**src/rtl/rf_wb_arbiter.sv**
```systemverilog
`default_nettype none
// ============================================================================
//  Module   : rf_wb_arbiter
//  Purpose  : Write-port arbiter and load scoreboard for the 16-entry
//             register file. It picks one of the two writeback sources
//             (ALU result, memory load return) each cycle and drives a
//             registered write into the register file. It also tracks
//             registers with outstanding loads and raises a decode stall
//             on read hazards.
//  Ports    :
//    CLOCK_50, RESET_N             clock, asynchronous active-low reset
//    alu_valid/alu_rd/alu_data     ALU writeback request
//    alu_ready                     ALU request accepted (combinational)
//    mem_valid/mem_rd/mem_data     load-return writeback request
//    mem_ready                     load request accepted (combinational)
//    load_issue/load_rd            load issued to memory this cycle
//    chk_en, chk_n, chk_s, chk_m   decode source-register hazard checks
//    stall                         decode must hold (combinational)
//    wr_en/wr_addr/wr_data         register-file write port (registered)
//    grant_src                     source of last write, 0 = ALU, 1 = MEM
//    busy                          per-register pending-load bits
//    sb_err                        sticky scoreboard protocol error
//  Revision : 1.0  initial release
// ============================================================================
module rf_wb_arbiter #(
    parameter int DATA_W     = 32,
    parameter int NREG       = 16,
    parameter int STARVE_MAX = 3
) (
    input  logic                    CLOCK_50,
    input  logic                    RESET_N,
    input  logic                    alu_valid,
    input  logic [$clog2(NREG)-1:0] alu_rd,
    input  logic [DATA_W-1:0]       alu_data,
    output logic                    alu_ready,
    input  logic                    mem_valid,
    input  logic [$clog2(NREG)-1:0] mem_rd,
    input  logic [DATA_W-1:0]       mem_data,
    output logic                    mem_ready,
    input  logic                    load_issue,
    input  logic [$clog2(NREG)-1:0] load_rd,
    input  logic [2:0]              chk_en,
    input  logic [$clog2(NREG)-1:0] chk_n,
    input  logic [$clog2(NREG)-1:0] chk_s,
    input  logic [$clog2(NREG)-1:0] chk_m,
    output logic                    stall,
    output logic                    wr_en,
    output logic [$clog2(NREG)-1:0] wr_addr,
    output logic [DATA_W-1:0]       wr_data,
    output logic                    grant_src,
    output logic [NREG-1:0]         busy,
    output logic                    sb_err
);

    localparam int AW       = $clog2(NREG);
    localparam int STARVE_W = (STARVE_MAX < 2) ? 1 : $clog2(STARVE_MAX + 1);
    localparam logic [STARVE_W-1:0] C_STARVE_MAX = STARVE_W'(STARVE_MAX);

    // ------------------------------------------------------------------
    // State
    // ------------------------------------------------------------------
    logic                r_wr_en;
    logic [AW-1:0]       r_wr_addr;
    logic [DATA_W-1:0]   r_wr_data;
    logic                r_grant_src;
    logic [NREG-1:0]     r_busy;
    logic [STARVE_W-1:0] r_starve;
    logic                r_sb_err;

    // ------------------------------------------------------------------
    // Arbitration
    // ------------------------------------------------------------------
    logic w_alu_elig;
    logic w_force_alu;
    logic w_alu_fire;
    logic w_mem_fire;

    // An ALU write must never overtake an older load to the same register.
    assign w_alu_elig  = alu_valid & ~r_busy[alu_rd];
    assign w_force_alu = w_alu_elig & (r_starve == C_STARVE_MAX);

    // Both readys are held low while in reset so nothing is accepted
    // across the reset boundary.
    assign mem_ready = RESET_N & mem_valid & ~w_force_alu;
    assign alu_ready = RESET_N & w_alu_elig & (w_force_alu | ~mem_valid);

    assign w_alu_fire = alu_ready;   // alu_ready already implies alu_valid
    assign w_mem_fire = mem_ready;   // mem_ready already implies mem_valid

    // ------------------------------------------------------------------
    // Starvation counter: counts consecutive cycles an eligible ALU
    // request lost to MEM; cleared by an ALU grant or loss of eligibility.
    // ------------------------------------------------------------------
    logic [STARVE_W-1:0] w_starve_nxt;

    always_comb begin
        w_starve_nxt = r_starve;
        if (w_alu_fire || !w_alu_elig) begin
            w_starve_nxt = '0;
        end else if (r_starve != C_STARVE_MAX) begin
            w_starve_nxt = r_starve + 1'b1;
        end
    end

    // ------------------------------------------------------------------
    // Scoreboard next state. The load-issue set is applied after the MEM
    // clear so a same-cycle collision on one register leaves it busy.
    // ------------------------------------------------------------------
    logic [NREG-1:0] w_busy_nxt;
    logic            w_err_issue;
    logic            w_err_mem;

    always_comb begin
        w_busy_nxt = r_busy;
        if (w_mem_fire) begin
            w_busy_nxt[mem_rd] = 1'b0;
        end
        if (load_issue) begin
            w_busy_nxt[load_rd] = 1'b1;
        end
    end

    assign w_err_issue = load_issue & r_busy[load_rd];
    assign w_err_mem   = w_mem_fire & ~r_busy[mem_rd];

    // ------------------------------------------------------------------
    // Sequential state
    // ------------------------------------------------------------------
    always_ff @(posedge CLOCK_50 or negedge RESET_N) begin
        if (!RESET_N) begin
            r_wr_en     <= 1'b0;
            r_wr_addr   <= '0;
            r_wr_data   <= '0;
            r_grant_src <= 1'b0;
            r_busy      <= '0;
            r_starve    <= '0;
            r_sb_err    <= 1'b0;
        end else begin
            r_busy   <= w_busy_nxt;
            r_starve <= w_starve_nxt;
            if (w_err_issue || w_err_mem) begin
                r_sb_err <= 1'b1;
            end

            // Address/data/source hold their last value between writes.
            r_wr_en <= w_mem_fire | w_alu_fire;
            if (w_mem_fire) begin
                r_wr_addr   <= mem_rd;
                r_wr_data   <= mem_data;
                r_grant_src <= 1'b1;
            end else if (w_alu_fire) begin
                r_wr_addr   <= alu_rd;
                r_wr_data   <= alu_data;
                r_grant_src <= 1'b0;
            end
        end
    end

    // ------------------------------------------------------------------
    // Decode hazard stall. A register is hazardous while its load is
    // pending or while its write sits in the output register and is not
    // yet visible in the register file.
    // ------------------------------------------------------------------
    logic [AW-1:0] w_chk_reg [3];
    logic [2:0]    w_hit;

    assign w_chk_reg[0] = chk_n;
    assign w_chk_reg[1] = chk_s;
    assign w_chk_reg[2] = chk_m;

    always_comb begin
        w_hit = '0;
        for (int i = 0; i < 3; i++) begin
            w_hit[i] = chk_en[i] &
                       (r_busy[w_chk_reg[i]] | (r_wr_en & (r_wr_addr == w_chk_reg[i])));
        end
    end

    assign stall = |w_hit;

    // ------------------------------------------------------------------
    // Outputs
    // ------------------------------------------------------------------
    assign wr_en     = r_wr_en;
    assign wr_addr   = r_wr_addr;
    assign wr_data   = r_wr_data;
    assign grant_src = r_grant_src;
    assign busy      = r_busy;
    assign sb_err    = r_sb_err;

endmodule
`default_nettype wire

```
**config.mk**
```make
export PLATFORM = sky130hd
export DESIGN_NAME = rf_wb_arbiter
export DESIGN_NICKNAME = d
export VERILOG_FILES = /design/src/rtl/rf_wb_arbiter.sv
export SDC_FILE = /design/constraint.sdc
export NUM_CORES = 1
export LEC_CHECK = 0
export CAP_MARGIN = 20
export CORE_MARGIN = 2
export CORE_UTILIZATION = 43
export CTS_CLUSTER_SIZE = 14
export DETAILED_ROUTE_END_ITERATION = 8
export HOLD_SLACK_MARGIN = 0.06
export PLACE_DENSITY = 0.8
export SETUP_SLACK_MARGIN = 0.15
export SYNTH_ARGS = -nofsm -noshare
export SYNTH_HDL_FRONTEND = slang
export SYNTH_SLANG_ARGS = --single-unit
export TNS_END_PERCENT = 1
```
**constraint.sdc**
```tcl
create_clock -name CLOCK_50 -period 3.8 [get_ports CLOCK_50]
set_input_delay 0.76 -clock CLOCK_50 [delete_from_list [all_inputs] [get_ports CLOCK_50]]
set_output_delay 0.76 -clock CLOCK_50 [all_outputs]
set_load 0.02 [all_outputs]
```
==> flow_metrics.tcl, run 1 <==
set metrics [dict create \
    power_mw 2.409 \
    synth_seq_cells 57 \
    cts_buffer_depth 2 \
    area_growth_pct 50.73 \
    vias 3417 \
    status "finished clean" \
    r2r_slack_ns 1.15 \
    io_buffers 153 \
    n_antenna_cell 0 \
    tightest_slew_ns 0.7650 \
    cts_tree "yes" \
    clockRootBuffer "clkbuf_8" \
    final_hold_viol_count 0 \
    crit_path_end_kind "output pin" \
    htreeDepth 3 \
    synth_cell_types 42 \
    grt_pass1_vias 3273 \
    die_h_um 95.51 \
    grt_pass1_wl_um 17440 \
    vias_per_cell 5.943 \
    worstPathArrival_ns 2.84 \
    ys_seq_area_share_pct 39.61 \
    rsz0062_at_grt "yes" \
    dp_hpwl_um 8462 \
    slew_viol_final 0 \
    drt_wl_total_um 11770 \
    slowest_delay_ns 0.68 \
    wire_per_inst_um 20.47 \
    cpMaxStageDelayCell "clkdlybuf4s50_1" \
    drive_above_1_share_pct 14.26 \
    initial_utilization_pct 44.05 \
    synth_edf_count 0 \
    synth_cells 308 \
    cts-buffers-inserted 9 \
    maxCapViolCount 0 \
    dieArea_mm2 0.009122 \
    crit_top_cell "o21ai_0" \
    drtIter0Drc 303 \
    fillers 593 \
    period_share_pct 94.71 \
    drcViolationCount 0 \
    final_nets 564 \
    netlist_area_mm2 0.003601 \
    ant_nets 0 \
    ys.flop_type "dfrtp_1" \
    cp-start-kind "primary input" \
    fp.coreArea_mm2 0.008175 \
    setup_tns_ns 0 \
    power_density_mw_per_mm2 443.9 \
    rows 33 \
    crit_type "in -> out" \
    required_ns 3.04 \
    clock_skew_ns 0.01144 \
    clkLatencyLatePin_ns 0.34 \
    routabilityCongestion 0.9678 \
    synth_nets 405 \
    grt_overflow 0 \
    crit_fanout 5 \
    antenna_found_initial 0 \
    grtUsageTotal_pct 25.49 \
    die_w_um 95.51 \
    path_cells "clkdlybuf4s50_1 > mux4_2 > mux2i_1 > o21ai_0 > o21ai_0 > nand3_1 > dlygate4sd2_1" \
    p_leak_nw 2.235 \
    ir_drop_uv 196.4 \
    finalSetupViolations 0 \
    ys_warn_count 0 \
    first_pass_iters 5 \
    hp-class "reg -> reg" \
    io_pins 154 \
    grt_max_degree 61 \
    fin_crit_ns 3.599 \
    synth.avg_cell_area_um2 11.69 \
    max_slew_margin_pct 49.00 \
    clkSinkCount 57 \
    synthArstFlopShare_pct 100.0 \
    clk_pin_slew_ns 0.06 \
    fmax_mhz 277.9 \
]
[sequential cells by signal (all words and copies together), names as in the netlist]
name,flops
wr_addr,4
busy,16
grant_src,1
wr_data,32
wr_en,1
sb_err,1
r_starve,2
[Yosys cell counts (all sizes together), types with 2 or more instances]
master / n / area share [%]
nand2: 40 / 4.2
a221o: 36 / 10
nor2: 3 / 0.31
and2: 2 / 0.35
nand2b: 8 / 1.4
mux2i: 5 / 1.4
o221ai: 2 / 1.5
mux2: 9 / 3.0
xnor2: 5 / 1.2
and2b: 22 / 4.6
clkbuf: 7 / 0.73
o21ai: 5 / 0.69
xor2: 6 / 1.5
nand3b: 2 / 0.42
o41ai: 5 / 1.2
dfrtp: 57 / 40
mux4: 24 / 15
buf: 13 / 2.6
nor2b: 17 / 3.0
inv: 3 / 0.38
o31ai: 12 / 2.5
o22ai: 2 / 0.35
a21boi: 2 / 0.42
nand3: 9 / 1.3
[path summary, 6_finish.rpt]
path | to | from | cells past startpoint
setup / recovery | stall | chk_n[0] | 7
hold / removal | sb_err$_DFFE_PN0P_ | sb_err$_DFFE_PN0P_ | 2
setup reg to reg | wr_data[6]$_DFFE_PN0P_ | busy[4]$_DFF_PN0_ | 7
hold reg to reg | sb_err$_DFFE_PN0P_ | sb_err$_DFFE_PN0P_ | 2
max in group asynchronous | wr_addr[2]$_DFFE_PN0P_ | RESET_N | 2
min in group asynchronous | busy[6]$_DFF_PN0_ | RESET_N | 2
[cells by family (layout without fill, tap and decap cells)]
kind of cell             after synthesis  after routing  synth area share [%]
AND/OR/NAND/NOR                      110            110                 16.71
AO/OA/AOI/OAI                         68             68                 17.48
flip-flops                            57             57                 39.61
multiplexers                          38             38                 19.42
buffers and inverters                 23            185                 3.753
XOR/XNOR                              11             11                 2.675
adder cells (fa/ha/maj)                1              1                0.3474
[what timing repair did]
action,CTS,global route
endpoints found under the hold margin,0,0
endpoints found under the setup margin,3,3
hold buffers,0,0
gates resized for setup,9,5
pin swaps,0,0
buffers inserted,0,0
[worst max-delay path: cells and delay by family]
kind | cells | cell delay (ns)
AOI/OAI and AO/OA | 2 | 0.28
buffers and inverters | 2 | 1.01
muxes | 2 | 0.70
and+or+nand+nor | 1 | 0.09
[cells in the final DEF (no fill, tap or decap), types with 6 or more instances in the layout]
| master | synthesis | layout |
|---|---|---|
| a221o_1 | 36 | 36 |
| and2b_1 | 22 | 22 |
| buf_4 | 3 | 13 |
| clkbuf_8 | 0 | 11 |
| clkdlybuf4s50_1 | 0 | 146 |
| dfrtp_1 | 57 | 57 |
| mux4_2 | 24 | 24 |
| nand2_1 | 40 | 40 |
| nand2b_1 | 8 | 8 |
| nand3_1 | 9 | 9 |
| nor2b_1 | 17 | 17 |
| o31ai_1 | 12 | 12 |
| xor2_1 | 6 | 6 |
[per-layer routing]
layer | GRT usage [%] | wire length [µm] | part of all wire [%]
met1 | 34.56 | 4741 | 40
met2 | 42.14 | 6001 | 51
met3 | 4.980 | 905 | 7.7
met4 | 6.667 | 126 | 1.1
met5 | 0 | 0 | 0
[power by group]
part           leakage [nW]  internal (mW)  total [mW]  switching [mW]
Clock                0.0871          0.262       0.505           0.243
Combinational          1.46          0.576        1.01           0.431
Sequential            0.689          0.721       0.897           0.176
[layout make-up]
class	instances	area, µm²	share of cell area (%)
multi-input cells	228	2039	37.57
inverters	3	13.76	0.2536
well taps	105	131.4	2.420
clock buffers	11	151.4	2.789
flip-flops and latches	57	1426	26.28
repair buffers	168	1648	30.36
clock inverters	3	17.52	0.3227
[metrics by stage]
| step | area [µm²] | hold WS [ns] | cells | utilization (%) | setup slack, ns |
|---|---|---|---|---|---|
| after floorplan | 3601 | 0.4644 | 308 | - | 0.5956 |
| after global placement | 5263 | 0.4700 | 561 | 64.37 | -0.2263 |
| after detailed placement | 5263 | 0.4715 | 561 | 64.37 | -0.2464 |
| after CTS | 5425 | 0.4840 | 575 | 66.36 | 0.1123 |
| after global routing | 5428 | 0.5425 | 575 | 66.39 | 0.06435 |
| final | 5428 | 0.4844 | 575 | 66.39 | 0.2011 |
Note: power is estimated with default switching activity, not from simulation.
==> inputs of run 2 (changes only) <==
Settings changed: HOLD_SLACK_MARGIN 0.06 to unset, SKIP_CTS_REPAIR_TIMING set to 1.
==> run 2 against run 1 <==
Effect of this change:
- critical path depth is the same
- via count down 0.41%
- sequential share of layout area fell by 0.078 points
- clock power hardly changed
- non-clock buffer count stayed put
- die area is the same
- count of clock-buffer cells in the layout stayed put
- combinational power about the same
- setup slack worse by 0.095 ns
- fmax down 2.6%
- design area increased by 0.30%
- clock skew is 0.00061 ns lower
- critical endpoint is now alu_ready
==> flow_metrics.tcl, run 2 (synthesized netlist as in run 1, its figures left out) <==
set metrics [dict create \
    status "finished clean" \
    clockRootBuffer "clkbuf_8" \
    vias_per_cell 5.918 \
    area_growth_pct 51.18 \
    final_hold_viol_count 0 \
    grt_max_degree 61 \
    comb_power_share_pct 41.9 \
    clkLatencyLatePin_ns 0.34 \
    clkSinkCount 57 \
    htreeDepth 3 \
    clk_pin_slew_ns 0.06 \
    io_pins 154 \
    internal_power_mw 1.562 \
    clkPwrFrac_pct 20.8 \
    drt_wl_total_um 11760 \
    power_frac_seq_pct 37.3 \
    dieArea_mm2 0.009122 \
    crit_start "alu_rd[2]" \
    rsz0062_at_grt "yes" \
    p_switching_mw 0.8459 \
    crit_type "in -> out" \
    r2r_slack_ns 1.15 \
    r2r_end "wr_data[6]$_DFFE_PN0P_" \
    io_buffers 153 \
    cp-start-kind "primary input" \
    ant_nets 0 \
    die_w_um 95.51 \
    fin_crit_ns 3.694 \
    drcViolationCount 0 \
    ir_drop_uv 196.1 \
    die_h_um 95.51 \
    hold_path.startpoint "sb_err$_DFFE_PN0P_" \
    multi_input_area_mm2 0.002039 \
    fmax_mhz 270.7 \
    rows 33 \
    cts_tree "yes" \
    switching_share_pct 35.13 \
    whs_path_depth 2 \
    power_density_mw_per_mm2 442.3 \
    slew_viol_final 0 \
    first_pass_iters 5 \
    p_leak_nw 2.268 \
    worstPathArrival_ns 2.93 \
    seqCellArea_mm2 0.001426 \
    mostFrequentLayoutCell "clkdlybuf4s50_1" \
    required_ns 3.04 \
    hp-class "reg -> reg" \
    grtUsageTotal_pct 25.49 \
    cts-buffers-inserted 9 \
    clock_skew_ns 0.01083 \
    vias 3403 \
    wire_per_inst_um 20.45 \
    maxCapViolCount 0 \
    largest_reg_flops 32 \
    antenna_found_initial 0 \
    finalSetupViolations 0 \
    fp.coreArea_mm2 0.008175 \
    worstSetupEndpoint "alu_ready" \
    dp_hpwl_um 8462 \
    finalInstanceArea_mm2 0.005444 \
    final_nets 564 \
    final_cell_mix "147 x clkdlybuf4s50_1, 57 x dfrtp_1, 40 x nand2_1, 36 x a221o_1, 24 x mux4_2" \
    place_area_mm2 0.005263 \
    tightest_slew_ns 0.7612 \
    max_slew_margin_pct 49.25 \
    r2r-start "busy[4]$_DFF_PN0_" \
    fin_cells 575 \
    post-place-ws_ns -0.2464 \
    period_share_pct 97.21 \
    layout_setup_ws_ns 0.1061 \
    power_mw 2.408 \
    reg2reg_depth 7 \
    crit_path_end_kind "output pin" \
    grt_overflow 0 \
    grt_pass1_wl_um 17430 \
    n_antenna_cell 0 \
    grt_pass1_vias 3270 \
    crit_fanout 9 \
    drive_above_1_share_pct 13.83 \
    whs_ns 0.4850 \
    drtIter0Drc 266 \
    routabilityCongestion 0.9678 \
    placed_cells_incl_taps 561 \
    cts_buffer_depth 2 \
    fillers 591 \
    initial_utilization_pct 44.05 \
]
-- run 2: changes by cell type in the layout (fill, tap and decap cells not counted), sizes merged --
| cell | previous run | this run |
|---|---|---|
| dlymetal6s2s | 2 | 5 |
| buf | 18 | 16 |
| clkdlybuf4s50 | 146 | 147 |
| dlygate4sd2 | 2 | 0 |
-- run 2: cell type report --
| class | instances | area share [%] |
|---|---|---|
| Sequential cell | 57 | 26.20 |
| Multi-Input combinational cell | 228 | 37.46 |
| Timing Repair Buffer | 168 | 30.57 |
| Clock inverter | 3 | 0.3218 |
| Inverter | 3 | 0.2528 |
| Clock buffer | 11 | 2.781 |
| Tap cell | 105 | 2.413 |
-- run 2: worst max-delay path, cell delays in order --
cell and delay (ns):
clkdlybuf4s50_1 0.47, buf_4 0.18, mux2_1 0.33, mux4_2 0.48, o22ai_1 0.22, and2_1 0.20, dlymetal6s2s_1 0.28
-- run 2: power groups by stage --
stage	combinational, mW	sequential (mW)	clock (mW)
after global placement	0.987	0.892	0
final	1.01	0.897	0.502
after CTS	1.01	0.890	0.511
after floorplan	0.416	0.973	0
after global routing	1.07	0.908	0.539
after detailed placement	1.01	0.899	0
-- run 2: worst min-delay path by stage --
stage | to
final | sb_err$_DFFE_PN0P_
after CTS | sb_err$_DFFE_PN0P_
after global routing | sb_err$_DFFE_PN0P_
after global placement | sb_err$_DFFE_PN0P_
after floorplan | busy[0]$_DFF_PN0_
after detailed placement | sb_err$_DFFE_PN0P_
-- run 2: through the flow --
step	TNS [ns]	util (%)
2_1_floorplan	0	-
3_3_place_gp	-0.4741	64.37
3_5_place_dp	-0.5716	64.37
4_1_cts	-0.5802	66.44
5_1_grt	0	66.59
6_report	0	66.59
-- run 2: per-layer routing --
layer  vias up  global-route usage, %  share of wire (%)
li1       1511                      -                  -
met1      1703                  34.56                 41
met2       177                  42.14                 51
met3        12                  4.980                6.9
met4         0                  6.667                1.3
met5         -                      0                  0
==> inputs of run 3 (changes only) <==
Settings changed: CORE_UTILIZATION 43 to 64, DONT_BUFFER_PORTS set to 1, PLACE_DENSITY 0.8 to 0.79.
Clock period 3.8 ns to 3.4 ns, I/O delays scaled along.
==> run 3 against run 2 <==
Effect of this change:
- clock power rose by 43%
- largest cell class unchanged
- largest power group is now sequential cells
- sequential power rose by 27%
- critical path depth fell by 3
- setup slack improved by 0.19 ns
- register-to-register slack got worse by 0.55 ns
- highest routed layer unchanged
- final cell count fell by 33%
==> flow_metrics.tcl, run 3 (synthesized netlist as in run 1, its figures left out) <==
set metrics [dict create \
    clkSinkCount 57 \
    rows 27 \
    p_leak_nw 1.604 \
    layout_setup_ws_ns 0.2986 \
    slew_viol_final 0 \
    max_slew_margin_pct 64.18 \
    die_w_um 79.01 \
    fin_crit_ns 3.101 \
    required_ns 2.72 \
    clock_skew_ns 0.01321 \
    power_mw 2.410 \
    grt_pass1_wl_um 13980 \
    cp-start-kind "flip-flop" \
    cts_tree "yes" \
    fillers 418 \
    fp.coreArea_mm2 0.005473 \
    clockRootBuffer "clkbuf_8" \
    routabilityCongestion 0.9400 \
    dieArea_mm2 0.006243 \
    crit_path_end_kind "output pin" \
    rsz0062_at_grt "no" \
    crit_type "reg -> out" \
    worstPathArrival_ns 2.42 \
    final_hold_viol_count 0 \
    setup_tns_ns 0 \
    cts-buffers-inserted 9 \
    clkPwrFrac_pct 29.7 \
    r2r_end "wr_data[5]$_DFFE_PN0P_" \
    tightest_slew_ns 0.5361 \
    wire_per_inst_um 24.03 \
    clk_pin_slew_ns 0.07 \
    path_buf_inv 0 \
    htreeDepth 3 \
    worstSetupPathDepth 4 \
    area_growth_pct 7.297 \
    post-place-ws_ns 0.5077 \
    drive_above_1_share_pct 18.27 \
    mostFrequentLayoutCell "dfrtp_1" \
    internal_power_mw 1.584 \
    slowest_delay_ns 0.55 \
    worstSetupEndpoint "alu_ready" \
    first_pass_iters 5 \
    grt_pass1_vias 2693 \
    largest_reg_flops 32 \
    initial_utilization_pct 65.80 \
    final_nets 404 \
    power_density_mw_per_mm2 623.8 \
    die_h_um 79.01 \
    period_share_pct 91.22 \
    vias_per_cell 7.107 \
    io_pins 154 \
    vias 2729 \
    crit_fanout 8 \
    cts_buffer_depth 2 \
    drcViolationCount 0 \
    grt_overflow 0 \
    switching_share_pct 34.27 \
    finalSetupViolations 0 \
    reg2reg_depth 6 \
    antenna_found_initial 0 \
    hp-class "in -> async" \
    dp_hpwl_um 6595 \
    n_antenna_cell 0 \
    crit_family "multiplexers" \
    crit_start "busy[1]$_DFF_PN0_" \
    grt_max_degree 65 \
    r2r_slack_ns 0.60 \
    drtIter0Drc 232 \
    ant_nets 0 \
    power_frac_seq_pct 47.4 \
    fmax_mhz 322.4 \
    fin_util_pct 70.60 \
    drt_wl_total_um 9227 \
    maxCapViolCount 0 \
    ir_drop_uv 347.7 \
    path_cells "mux2_1 > mux4_2 > o22ai_1 > and2_1" \
    clkLatencyLatePin_ns 0.34 \
    cpMaxStageDelayCell "dfrtp_1" \
    io_buffers 0 \
    comb_power_share_pct 22.8 \
    grtUsageTotal_pct 29.96 \
    final_cell_mix "57 x dfrtp_1, 40 x nand2_1, 36 x a221o_1, 24 x mux4_2, 22 x and2b_1" \
    r2r-start "busy[1]$_DFF_PN0_" \
    status "finished clean" \
    p_switching_mw 0.8260 \
]
-- run 3: changes by cell type in the layout (fill, tap and decap cells not counted), sizes merged --
cell,before,now
dlygate4sd3,0,2
buf,16,6
clkdlybuf4s50,147,0
bufinv,0,2
dlymetal6s2s,5,0
-- run 3: layer usage --
layer | global-route usage [%] | vias to the layer above | share of wire (%)
met1 | 37.64 | 1352 | 39
li1 | - | 1190 | -
met2 | 46.78 | 166 | 48
met3 | 11.70 | 21 | 11
met4 | 12.07 | 0 | 1.8
met5 | 0 | - | 0
-- run 3: worst reg2reg max path, cell delays in order, from the launching register on --
cell	delay, ns
dfrtp_1	0.55
mux2_1	0.35
mux4_2	0.54
o22ai_1	0.29
and2_1	0.35
buf_4	0.41
a221o_1	0.23
-- run 3: cell type report --
cell class              instances  area (µm²)  area share [%]
repair buffers                  8       65.06           1.684
flip-flops and latches         57        1426           36.92
clock inverters                 5       77.57           2.008
well taps                      72       90.09           2.332
multi-input cells             228        2039           52.79
inverters                       3       13.76          0.3562
clock buffers                  11       151.4           3.918
-- run 3: worst min path at each step --
stage                       start                 endpoint  slack [ns]
after floorplan           RESET_N        busy[0]$_DFF_PN0_        0.38
after global placement    RESET_N  wr_data[20]$_DFFE_PN0P_        0.39
after detailed placement  RESET_N  wr_data[20]$_DFFE_PN0P_        0.39
after CTS                 RESET_N  wr_data[14]$_DFFE_PN0P_        0.01
after global routing      RESET_N  wr_data[20]$_DFFE_PN0P_       0.003
final                     RESET_N  wr_data[20]$_DFFE_PN0P_        0.03
-- run 3: power groups by stage --
stage | Combinational [mW] | Clock, mW | Sequential [mW]
after detailed placement | 0.545 | 0 | 1.15
final | 0.550 | 0.717 | 1.14
after floorplan | 0.465 | 0 | 1.09
after CTS | 0.547 | 0.733 | 1.14
after global placement | 0.521 | 0 | 1.15
after global routing | 0.600 | 0.763 | 1.16
-- run 3: stage by stage --
| step | cells | hold WS (ns) | cell area, µm² |
|---|---|---|---|
| global placement | 366 | 0.3856 | 3615 |
| detailed placement | 366 | 0.3857 | 3615 |
| floorplan | 308 | 0.3844 | 3601 |
| global route | 384 | 0.003463 | 3864 |
| finish | 384 | 0.02899 | 3864 |
| CTS | 382 | 0.009870 | 3844 |
